==> config.mk <==
export PLATFORM = sky130hd
export DESIGN_NAME = ahb_slave_frontend
export DESIGN_NICKNAME = d
export VERILOG_FILES = /design/src/rtl/ahb_slave_frontend.sv
export SDC_FILE = /design/constraint.sdc
export NUM_CORES = 1
export LEC_CHECK = 0
export CAP_MARGIN = 10
export CORE_MARGIN = 2
export CORE_UTILIZATION = 35
export CTS_BUF_LIST = sky130_fd_sc_hd__clkbuf_4 sky130_fd_sc_hd__clkbuf_8 sky130_fd_sc_hd__clkbuf_16
export DETAILED_ROUTE_END_ITERATION = 12
export GPL_TIMING_DRIVEN = 0
export PLACE_DENSITY = 0.64
export RECOVER_POWER = 25
export SLEW_MARGIN = 20
export SYNTH_ARGS = -nofsm -noshare
export SYNTH_HDL_FRONTEND = slang
export SYNTH_SLANG_ARGS = --single-unit
==> constraint.sdc <==
create_clock -name clock -period 2.2 [get_ports clock]
set_clock_uncertainty 0.05 [all_clocks]
set_input_delay 0.33 -clock clock [delete_from_list [all_inputs] [get_ports clock]]
set_output_delay 0.33 -clock clock [all_outputs]
set_load 0.05 [all_outputs]
==> src/rtl/ahb_slave_frontend.sv <==
// AHB-Lite slave front-end for the AHB-APB bridge.
// Checks each address phase, decodes it to one downstream slot and issues
// one request at a time on a valid/ready channel. The downstream response
// comes back to the bus as OKAY or as a two-cycle ERROR.
`timescale 1ns/1ps
module ahb_slave_frontend #(
    parameter int unsigned       ADDR_W      = 32,
    parameter int unsigned       DATA_W      = 32,
    parameter int unsigned       NUM_SLV     = 4,
    parameter int unsigned       SLV_SHIFT   = 12,
    parameter logic [ADDR_W-1:0] BASE_ADDR   = 'h8000_0000,
    parameter bit                CHECK_BURST = 1'b1
) (
    input  logic               clock,
    input  logic               Hresetn,
    input  logic [ADDR_W-1:0]  Haddr,
    input  logic [DATA_W-1:0]  Hwdata,
    input  logic [2:0]         Hsize,
    input  logic [2:0]         Hburst,
    input  logic [1:0]         Htrans,
    input  logic               Hwrite,
    input  logic               Hreadyin,
    output logic               Hreadyout,
    output logic [1:0]         Hresp,
    output logic [DATA_W-1:0]  Hrdata,
    output logic               req_valid,
    input  logic               req_ready,
    output logic               req_write,
    output logic [ADDR_W-1:0]  req_addr,
    output logic [DATA_W-1:0]  req_wdata,
    output logic [2:0]         req_size,
    output logic [NUM_SLV-1:0] req_sel,
    input  logic               rsp_valid,
    input  logic [DATA_W-1:0]  rsp_rdata,
    input  logic               rsp_err
);

    localparam int unsigned SEL_W    = $clog2(NUM_SLV);
    localparam int unsigned TOP_LSB  = SLV_SHIFT + SEL_W;
    localparam int unsigned MAX_SIZE = $clog2(DATA_W / 8);

    localparam logic [1:0] TR_NONSEQ = 2'b10;
    localparam logic [1:0] TR_SEQ    = 2'b11;
    localparam logic [2:0] HB_SINGLE = 3'd0;
    localparam logic [2:0] HB_INCR   = 3'd1;

    typedef enum logic [2:0] {
        ST_IDLE, ST_DATA, ST_REQ, ST_WAIT, ST_DONE, ST_ERR1, ST_ERR2
    } state_t;

    state_t state, state_n;

    // burst tracker
    logic              trk_active;
    logic [2:0]        trk_burst;
    logic [4:0]        trk_left;
    logic [ADDR_W-1:0] trk_next;

    logic              is_seq, take, in_range, size_bad, misaligned, seq_bad, xfer_err;
    logic [ADDR_W-1:0] size_mask, wrap_mask, incr, sum, next_addr;
    logic [2:0]        burst_sel;
    logic              is_wrap;
    logic [3:0]        wrap_sh;
    logic [4:0]        burst_len;

    // Address-phase qualification and legality checks
    always_comb begin
        is_seq     = (Htrans == TR_SEQ);
        take       = Hreadyin && (Htrans == TR_NONSEQ || is_seq) &&
                     (state == ST_IDLE || state == ST_DONE);
        in_range   = (Haddr[ADDR_W-1:TOP_LSB] == BASE_ADDR[ADDR_W-1:TOP_LSB]);
        size_bad   = (Hsize > 3'(MAX_SIZE));
        size_mask  = ~({ADDR_W{1'b1}} << Hsize);
        misaligned = |(Haddr & size_mask);
        seq_bad    = is_seq && (!trk_active || (CHECK_BURST && (Haddr != trk_next)));
        xfer_err   = !in_range || size_bad || misaligned || seq_bad;
    end

    // Next expected burst address; SEQ beats follow the burst type captured at NONSEQ
    always_comb begin
        burst_sel = is_seq ? trk_burst : Hburst;
        is_wrap   = !burst_sel[0] && (burst_sel[2:1] != 2'b00);
        incr      = {{(ADDR_W-1){1'b0}}, 1'b1} << Hsize;
        sum       = Haddr + incr;
        wrap_sh   = {1'b0, Hsize} + {2'b00, burst_sel[2:1]} + 4'd1;
        wrap_mask = ~({ADDR_W{1'b1}} << wrap_sh);
        next_addr = is_wrap ? ((Haddr & ~wrap_mask) | (sum & wrap_mask)) : sum;
        case (Hburst[2:1])
            2'b01:   burst_len = 5'd4;
            2'b10:   burst_len = 5'd8;
            2'b11:   burst_len = 5'd16;
            default: burst_len = 5'd1;
        endcase
    end

    // Burst tracker: started by NONSEQ, advanced by SEQ, held by BUSY/IDLE
    always_ff @(posedge clock or negedge Hresetn) begin
        if (!Hresetn) begin
            trk_active <= 1'b0;
            trk_burst  <= '0;
            trk_left   <= '0;
            trk_next   <= '0;
        end else if (state == ST_ERR2) begin
            trk_active <= 1'b0;
            trk_left   <= '0;
        end else if (take && !xfer_err) begin
            trk_next <= next_addr;
            if (!is_seq) begin
                trk_burst  <= Hburst;
                trk_left   <= burst_len - 5'd1;
                trk_active <= (Hburst != HB_SINGLE);
            end else if (trk_burst != HB_INCR) begin
                // INCR never counts down; fixed-length bursts end after the last beat
                trk_left   <= trk_left - 5'd1;
                trk_active <= (trk_left != 5'd1);
            end
        end
    end

    // Request latches and registered read data
    always_ff @(posedge clock or negedge Hresetn) begin
        if (!Hresetn) begin
            req_addr  <= '0;
            req_write <= 1'b0;
            req_size  <= '0;
            req_sel   <= '0;
            req_wdata <= '0;
            Hrdata    <= '0;
        end else begin
            if (take && !xfer_err) begin
                req_addr  <= Haddr;
                req_write <= Hwrite;
                req_size  <= Hsize;
                req_sel   <= {{(NUM_SLV-1){1'b0}}, 1'b1} << Haddr[SLV_SHIFT +: SEL_W];
            end
            if (state == ST_DATA) begin
                req_wdata <= req_write ? Hwdata : '0;
            end
            if (state == ST_WAIT && rsp_valid && !rsp_err && !req_write) begin
                Hrdata <= rsp_rdata;
            end
        end
    end

    // State register
    always_ff @(posedge clock or negedge Hresetn) begin
        if (!Hresetn) begin
            state <= ST_IDLE;
        end else begin
            state <= state_n;
        end
    end

    // Next-state and bus/request outputs
    always_comb begin
        state_n   = state;
        Hreadyout = 1'b1;
        Hresp     = 2'b00;
        req_valid = 1'b0;
        case (state)
            ST_IDLE, ST_DONE: begin
                if (take) begin
                    state_n = xfer_err ? ST_ERR1 : ST_DATA;
                end else begin
                    state_n = ST_IDLE;
                end
            end
            ST_DATA: begin
                Hreadyout = 1'b0;
                state_n   = ST_REQ;
            end
            ST_REQ: begin
                Hreadyout = 1'b0;
                req_valid = 1'b1;
                if (req_ready) begin
                    state_n = ST_WAIT;
                end
            end
            ST_WAIT: begin
                Hreadyout = 1'b0;
                if (rsp_valid) begin
                    state_n = rsp_err ? ST_ERR1 : ST_DONE;
                end
            end
            ST_ERR1: begin
                Hreadyout = 1'b0;
                Hresp     = 2'b01;
                state_n   = ST_ERR2;
            end
            ST_ERR2: begin
                // address phase presented alongside the second ERROR cycle is dropped
                Hresp   = 2'b01;
                state_n = ST_IDLE;
            end
            default: state_n = ST_IDLE;
        endcase
    end

endmodule

Word-level counts from Yosys, hierarchy flattened:

Cells that the tools add are included.

* reductions and logical operators: 31
* multiplexer cells: 21
* shifts and indexed selects: 4
* bitwise logic cells: 8
* eq/ne operators: 18
* magnitude comparators: 1
* add/subtract/negate cells: 5

Operator list (number)
* bitwise AND 32 bit: 3
* inverter 32 bit: 3
* 2-to-1 mux 32 bit: 2
* adder 32 bit: 1
* inequality test 32 bit: 1
* bitwise OR 32 bit: 1
* OR reduction 32 bit: 1
* left shift 1 x 3 -> 32 bit (first input constant): 1
* left shift 32 x 3 -> 32 bit (first input constant): 1
* left shift 32 x 4 -> 32 bit (first input constant): 1
* 2-to-1 mux 5 bit: 4
* equality test 18 bit (second input constant): 1
* 2-to-1 mux 3 bit: 5
* case mux 3 bit (5 select lines): 1
* case mux 5 bit (3 select lines): 1
* subtractor 5 x 1 -> 5 bit (second input constant): 2
* equality test 3 bit (second input constant): 3
* equality test 2 bit (second input constant): 4
* logical AND 1 bit: 8
* 2-to-1 mux 1 bit: 8
* equality test 3 x 2 -> 1 bit (second input constant): 2
* logical NOT 1 bit: 6
* logical OR 1 bit: 6
* inequality test 3 x 1 -> 1 bit (second input constant): 2
* 15 further kinds: 20

* input port bits: 111
* output and inout bits: 108
* register bits: 148
* word-level logic and storage cells: 99

Logic depth before layout (Yosys ltp):

* depth in word-level cells: 10
* mapped depth: 12
* mapped depth without buffers: 11

Worst setup path before layout:

Ideal clock, no wire load.

* path type: in2reg
* from: input port Hsize[2]
* to: register req_addr[0]
* path slack: -533 ps
* buffers on the path: 3
* required time: 2025 ps
* arrival time: 2558 ps
* stages: 10
* library setup time: 125 ps
* cells stage by stage: clkbuf_1 -> or3_1 -> ha_1 -> nor4b_1 -> nand4_1 -> nor3_1 -> clkbuf_1 -> nand2_4 -> buf_6 -> mux2_4

* word-level cells in the longest chain between the ends: 8
* elaborated cells between the ends (all ways): 10
* those cells by class: order compare: 1; shift: 1; bitwise: 2; reduce/logical: 6

RTL lines
* start: declaration: line 18 `input logic [2:0] Hsize,`
* left shift 32 x 3 -> 32 bit: line 73 `size_mask = ~({ADDR_W{1'b1}} << Hsize);`
* inverter 32 bit: line 73
* bitwise AND 32 bit: line 74 `misaligned = |(Haddr & size_mask);`
* OR reduction 32 bit: line 74
* logical OR 1 bit * (2 in a row): line 76 `xfer_err = !in_range || size_bad || misaligned || seq_bad;`
* logical NOT 1 bit *: line 130 `if (take && !xfer_err) begin`
* logical AND 1 bit *: line 130
* end signal: assignment: line 131 `req_addr <= Haddr;`
* end: declaration: line 29 `output logic [ADDR_W-1:0] req_addr,`

Every way passes the cells marked *; elsewhere a longest branch is shown, timed or not.
A chain may end at the register's enable or synchronous reset.

Final worst setup path:

* from: register trk_next[2]
* to: register req_addr[3]

* word-level cells in the longest chain between the ends: 6

RTL lines
* start: declaration: line 57 `logic [ADDR_W-1:0] trk_next;`
* start signal: assignment: line 107 `trk_next <= next_addr;`
* inequality test 32 bit: line 75 `seq_bad = is_seq && (!trk_active || (CHECK_BURST && (Haddr != trk_next)));`
* logical OR 1 bit: line 75
* logical AND 1 bit: line 75
* logical OR 1 bit: line 76
* logical NOT 1 bit: line 130
* logical AND 1 bit: line 130

No other way between the ends.

==> run summary <==
TIMING
--------------------------------------------------------------------------------------
Setup repair after global routing missed its margin .....................         true
Worst slew pin tran .....................................................      1036 ps
Final critical-path setup slack .........................................    -285.5 ps
Count of pins over their slew limit .....................................            0
Setup-failing EPs final .................................................           76
Post-route minimum period ...............................................      2486 ps
Fmax ....................................................................    402.3 MHz
Final hold viol count ...................................................            0
Worst rel slew slack ....................................................       0.3092
Part of the cycle the worst path needs ..................................        1.130

FLOORPLANNING
--------------------------------------------------------------------------------------
Die X-Extent ............................................................     145.9 um
Floorplan row count .....................................................           51
Core area ............................................................... 0.01959 mm^2
Die Outline Area ........................................................ 0.02127 mm^2
Top Ports ...............................................................          219
Die height ..............................................................     145.9 um
Starting density of the core ............................................       0.3595

FINISH
--------------------------------------------------------------------------------------
Most used cells in the layout excluding fill and tap cells .............. clkdlybuf4s50_1, dfrtp_1, nand2_1
Most common cell after layout, fill and taps aside ...................... clkdlybuf4s50_1
Fillers .................................................................         1697
Inserted Diodes .........................................................            0
Post-route cell area .................................................... 0.01104 mm^2
Area delta synth->final .................................................       56.80%
Fin cells ...............................................................         1193
Final layout net count ..................................................         1041
Total area of multi-input combinational cells ........................... 0.003596 mm^2
Share of layout cells above drive strength 1 ............................       0.2543
Storage cell area ....................................................... 0.003704 mm^2

CRITICAL PATH
--------------------------------------------------------------------------------------
Critical-path maximum fanout ............................................            8
Crit path buffers/inverters .............................................            2
First element of the critical path ......................................  trk_next[2]
Internal reg-to-reg setup slack .........................................      -290 ps
Worst Setup Path Type ...................................................   reg -> reg
Data required, critical path ............................................      2460 ps
Delay of the slowest cell on the worst path .............................       570 ps
Sequence of cells on the critical path .................................. xnor2_2 > nand4_1 > or4_4 > o31ai_4 > buf_6 > nand2_8 > clkbuf_16 > mux2_4
Reg-to-reg critical path endpoint .......................................  req_addr[3]
Sort of element at the end of the critical path .........................         flop
R2R cell count ..........................................................            8
Crit path to ............................................................  req_addr[3]
Critical Path Stages ....................................................            8
Worst R2R Start .........................................................  trk_next[2]
Master of the slowest instance on the critical path .....................        or4_4
Startpoint class of the critical path ...................................         flop
Family of cells with the greatest summed delay on the critical path ..... simple AND/OR/NAND/NOR gates
Data arrival, critical path .............................................      2740 ps

GLOBAL ROUTE
--------------------------------------------------------------------------------------
Routing layer with the top usage in global route ........................         met2
Maximum number of pins on one net before global-route repair ............           78
Global router's overall resource usage ..................................       0.1939
Met2 routing resource usage after global routing ........................       0.3054
Met3 Resource Use GR ....................................................      0.05204
First-pass GRT wire length ..............................................     32.66 mm
Routing usage on met1 ...................................................       0.2612
Congestion Overflow GR ..................................................            0
Antenna violations before repair ........................................            0
Vias in the first global route ..........................................         5883

SYNTHESIS
--------------------------------------------------------------------------------------
Largest family of logic cells by synthesized area ....................... simple AND/OR/NAND/NOR gates
Number of enable-type register cells in the synthesized netlist .........            0
Post-synth design cell area ............................................. 0.007043 mm^2
Post-synthesis mux area share ...........................................       0.1130
Post-Synth Adder-Cell Area ..............................................      0.02878
Ys flop type ............................................................      dfrtp_1
Number of warning messages in the yosys log .............................            0
Average cell area after synthesis .......................................   10.90 um^2
Net Count, Synth ........................................................          772
Simple logic cell fraction of the synthesized area ......................       0.1526
Area fraction in compound gates after synthesis .........................      0.09344
Synth Area in XOR/XNOR ..................................................      0.05596
Register area share after synthesis .....................................       0.5258
Share of synthesized registers carrying an async set or reset ...........        1.000
Synthesized instance count ..............................................          646
Number of distinct standard cells referenced by the synthesized netlist .           58
Flops & latches, synth ..................................................          148

CLOCK TREE
--------------------------------------------------------------------------------------
Worst-case clock buffer depth ...........................................            2
Num CTS Buffers .........................................................           17
TritonCTS clock tree ....................................................        built
Clock latency at the later pin of the worst-skew pair ...................       420 ps
Master cell of the clock root buffer ....................................    clkbuf_16
Register clock-pin slew on the reported worst setup and hold paths ......        70 ps
H-tree levels ...........................................................            4
Clock sink count ........................................................          148

ROUTE
--------------------------------------------------------------------------------------
Average vias per placed instance ........................................        4.941
Routed Antenna Nets .....................................................            0
Total routed wirelength .................................................     21.35 mm
DRC violations left .....................................................            0
1st-pass router iterations ..............................................            4
Total via count after detailed routing ..................................         5895
Number of DRC markers after the initial detailed-route iteration ........          347
Average detailed-routed wire length per instance ........................     17.89 um

PLACEMENT
--------------------------------------------------------------------------------------
HPWL after detailed placement ...........................................     14.50 mm
Cell count after placement ..............................................         1126
Number of buffers added on ports ........................................          214
Pre-CTS setup slack .....................................................     -1289 ps
Final weighted congestion in routability-driven placement ...............       0.8532
Cell area reported after detailed placement ............................. 0.009676 mm^2

WORST HOLD PATH
--------------------------------------------------------------------------------------
Worst hold start ........................................................    Haddr[12]
Number of cells on the worst hold path ..................................            2
Class of the tightest hold or removal check .............................    in -> reg

OUTCOME
--------------------------------------------------------------------------------------
Result of the run ....................................................... complete, but fails checks
Failing checks .......................................................... negative setup slack

POWER
--------------------------------------------------------------------------------------
Leakage component of the power ..........................................     4.856 nW
Worst VDD drop ..........................................................     789.3 uV
Cell Pwr Density ........................................................ 878.0 mW/mm^2

JOB
--------------------------------------------------------------------------------------
Total of max-cap violations .............................................            0

## stage by stage
| stage | setup TNS [ps] | hold WS [ps] | util | total power [W] |
|---|---|---|---|---|
| 4_1_cts | -12750 | 167.3 | 0.5491 | 0.009733 |
| 5_1_grt | -24890 | 163.6 | 0.5637 | 0.01010 |
| 6_report | -13090 | 176.5 | 0.5637 | 0.009696 |
| 2_1_floorplan | -6940 | -15.59 | - | 0.005381 |
| 3_5_place_dp | -93600 | 300.4 | 0.4939 | 0.006667 |
| 3_3_place_gp | -926600 | 405.2 | 0.4922 | 0.006638 |
## cells in the mapped netlist (all sizes together) (3+ instances only)
library cell / instances / area [um^2]
mux2i: 9 / 90.09
dfrtp: 148 / 3704
inv: 13 / 48.80
nor4: 12 / 75.07
nand3: 11 / 55.05
a21boi: 3 / 22.52
nor3: 9 / 45.04
nor2b: 8 / 50.05
nand2: 97 / 371.6
and3: 5 / 31.28
clkbuf: 24 / 90.09
o21ai: 43 / 215.2
buf: 9 / 71.31
nor2: 13 / 48.80
a31oi: 7 / 43.79
xor2: 22 / 192.7
a21o: 3 / 22.52
nand4: 8 / 50.05
a21oi: 34 / 170.2
xnor2: 23 / 201.4
and2: 37 / 234.0
or3: 3 / 18.77
ha: 13 / 162.7
mux2: 58 / 705.7
and4: 3 / 26.28
## repair_timing
| action | CTS | global route |
|---|---|---|
| endpoints found under the setup margin | 85 | 83 |
| gates cloned | 3 | 2 |
| pin swaps | 18 | 35 |
| setup buffers | 23 | 11 |
| gates resized for setup | 93 | 76 |
| endpoints found under the hold margin | 71 | 0 |
| hold buffers | 1 | 0 |
## layout make-up
| cell class | count | share of cell area |
|---|---|---|
| multi-input cells | 452 | 0.3256 |
| plain buffers | 32 | 0.02311 |
| clock inverters | 14 | 0.01507 |
| flip-flops and latches | 148 | 0.3354 |
| repair buffers | 251 | 0.2266 |
| clock buffers | 18 | 0.03977 |
| inverters | 13 | 0.004419 |
| well taps | 265 | 0.03002 |
## per-layer routing
layer | share of wire | vias to the layer above | wire [um]
met5 | 0 | - | 0
met4 | 0.021 | 0 | 445
met3 | 0.061 | 32 | 1292
met2 | 0.47 | 187 | 10120
met1 | 0.44 | 2901 | 9492
li1 | - | 2775 | -
## worst min-delay path by stage
| stage | end | slack (ps) |
|---|---|---|
| after floorplan | Hrdata[0] | -20 |
| after global placement | req_addr[31] | 410 |
| after detailed placement | req_addr[16] | 300 |
| after CTS | req_sel[1] | 170 |
| after global routing | req_sel[1] | 160 |
| final | req_addr[12] | 180 |
## power by group
part	leakage (nW)	total, W	internal [W]	switching [W]
Clock	0.293	0.00301	0.00174	0.00127
Sequential	2.00	0.00324	0.00308	0.000168
Combinational	2.57	0.00345	0.00125	0.00219
Total	4.86	0.00970	0.00607	0.00363
## logic make-up (layout without fill, tap and decap cells)
logic type,after synthesis,count (layout)
AO/OA/AOI/OAI,109,109
other,1,1
flip-flops,148,148
multiplexers,67,67
buffers and inverters,46,328
AND/OR/NAND/NOR,215,215
adder cells (fa/ha/maj),15,15
XOR/XNOR,45,45
## state kept, by name (all words and copies together) (netlist names)
signal      count
req_sel         4
trk_left        5
trk_active      1
req_size        3
state           3
trk_next       32
trk_burst       3
Hrdata         32
req_write       1
req_wdata      32
req_addr       32
Note: power is estimated with default switching activity, not from simulation.
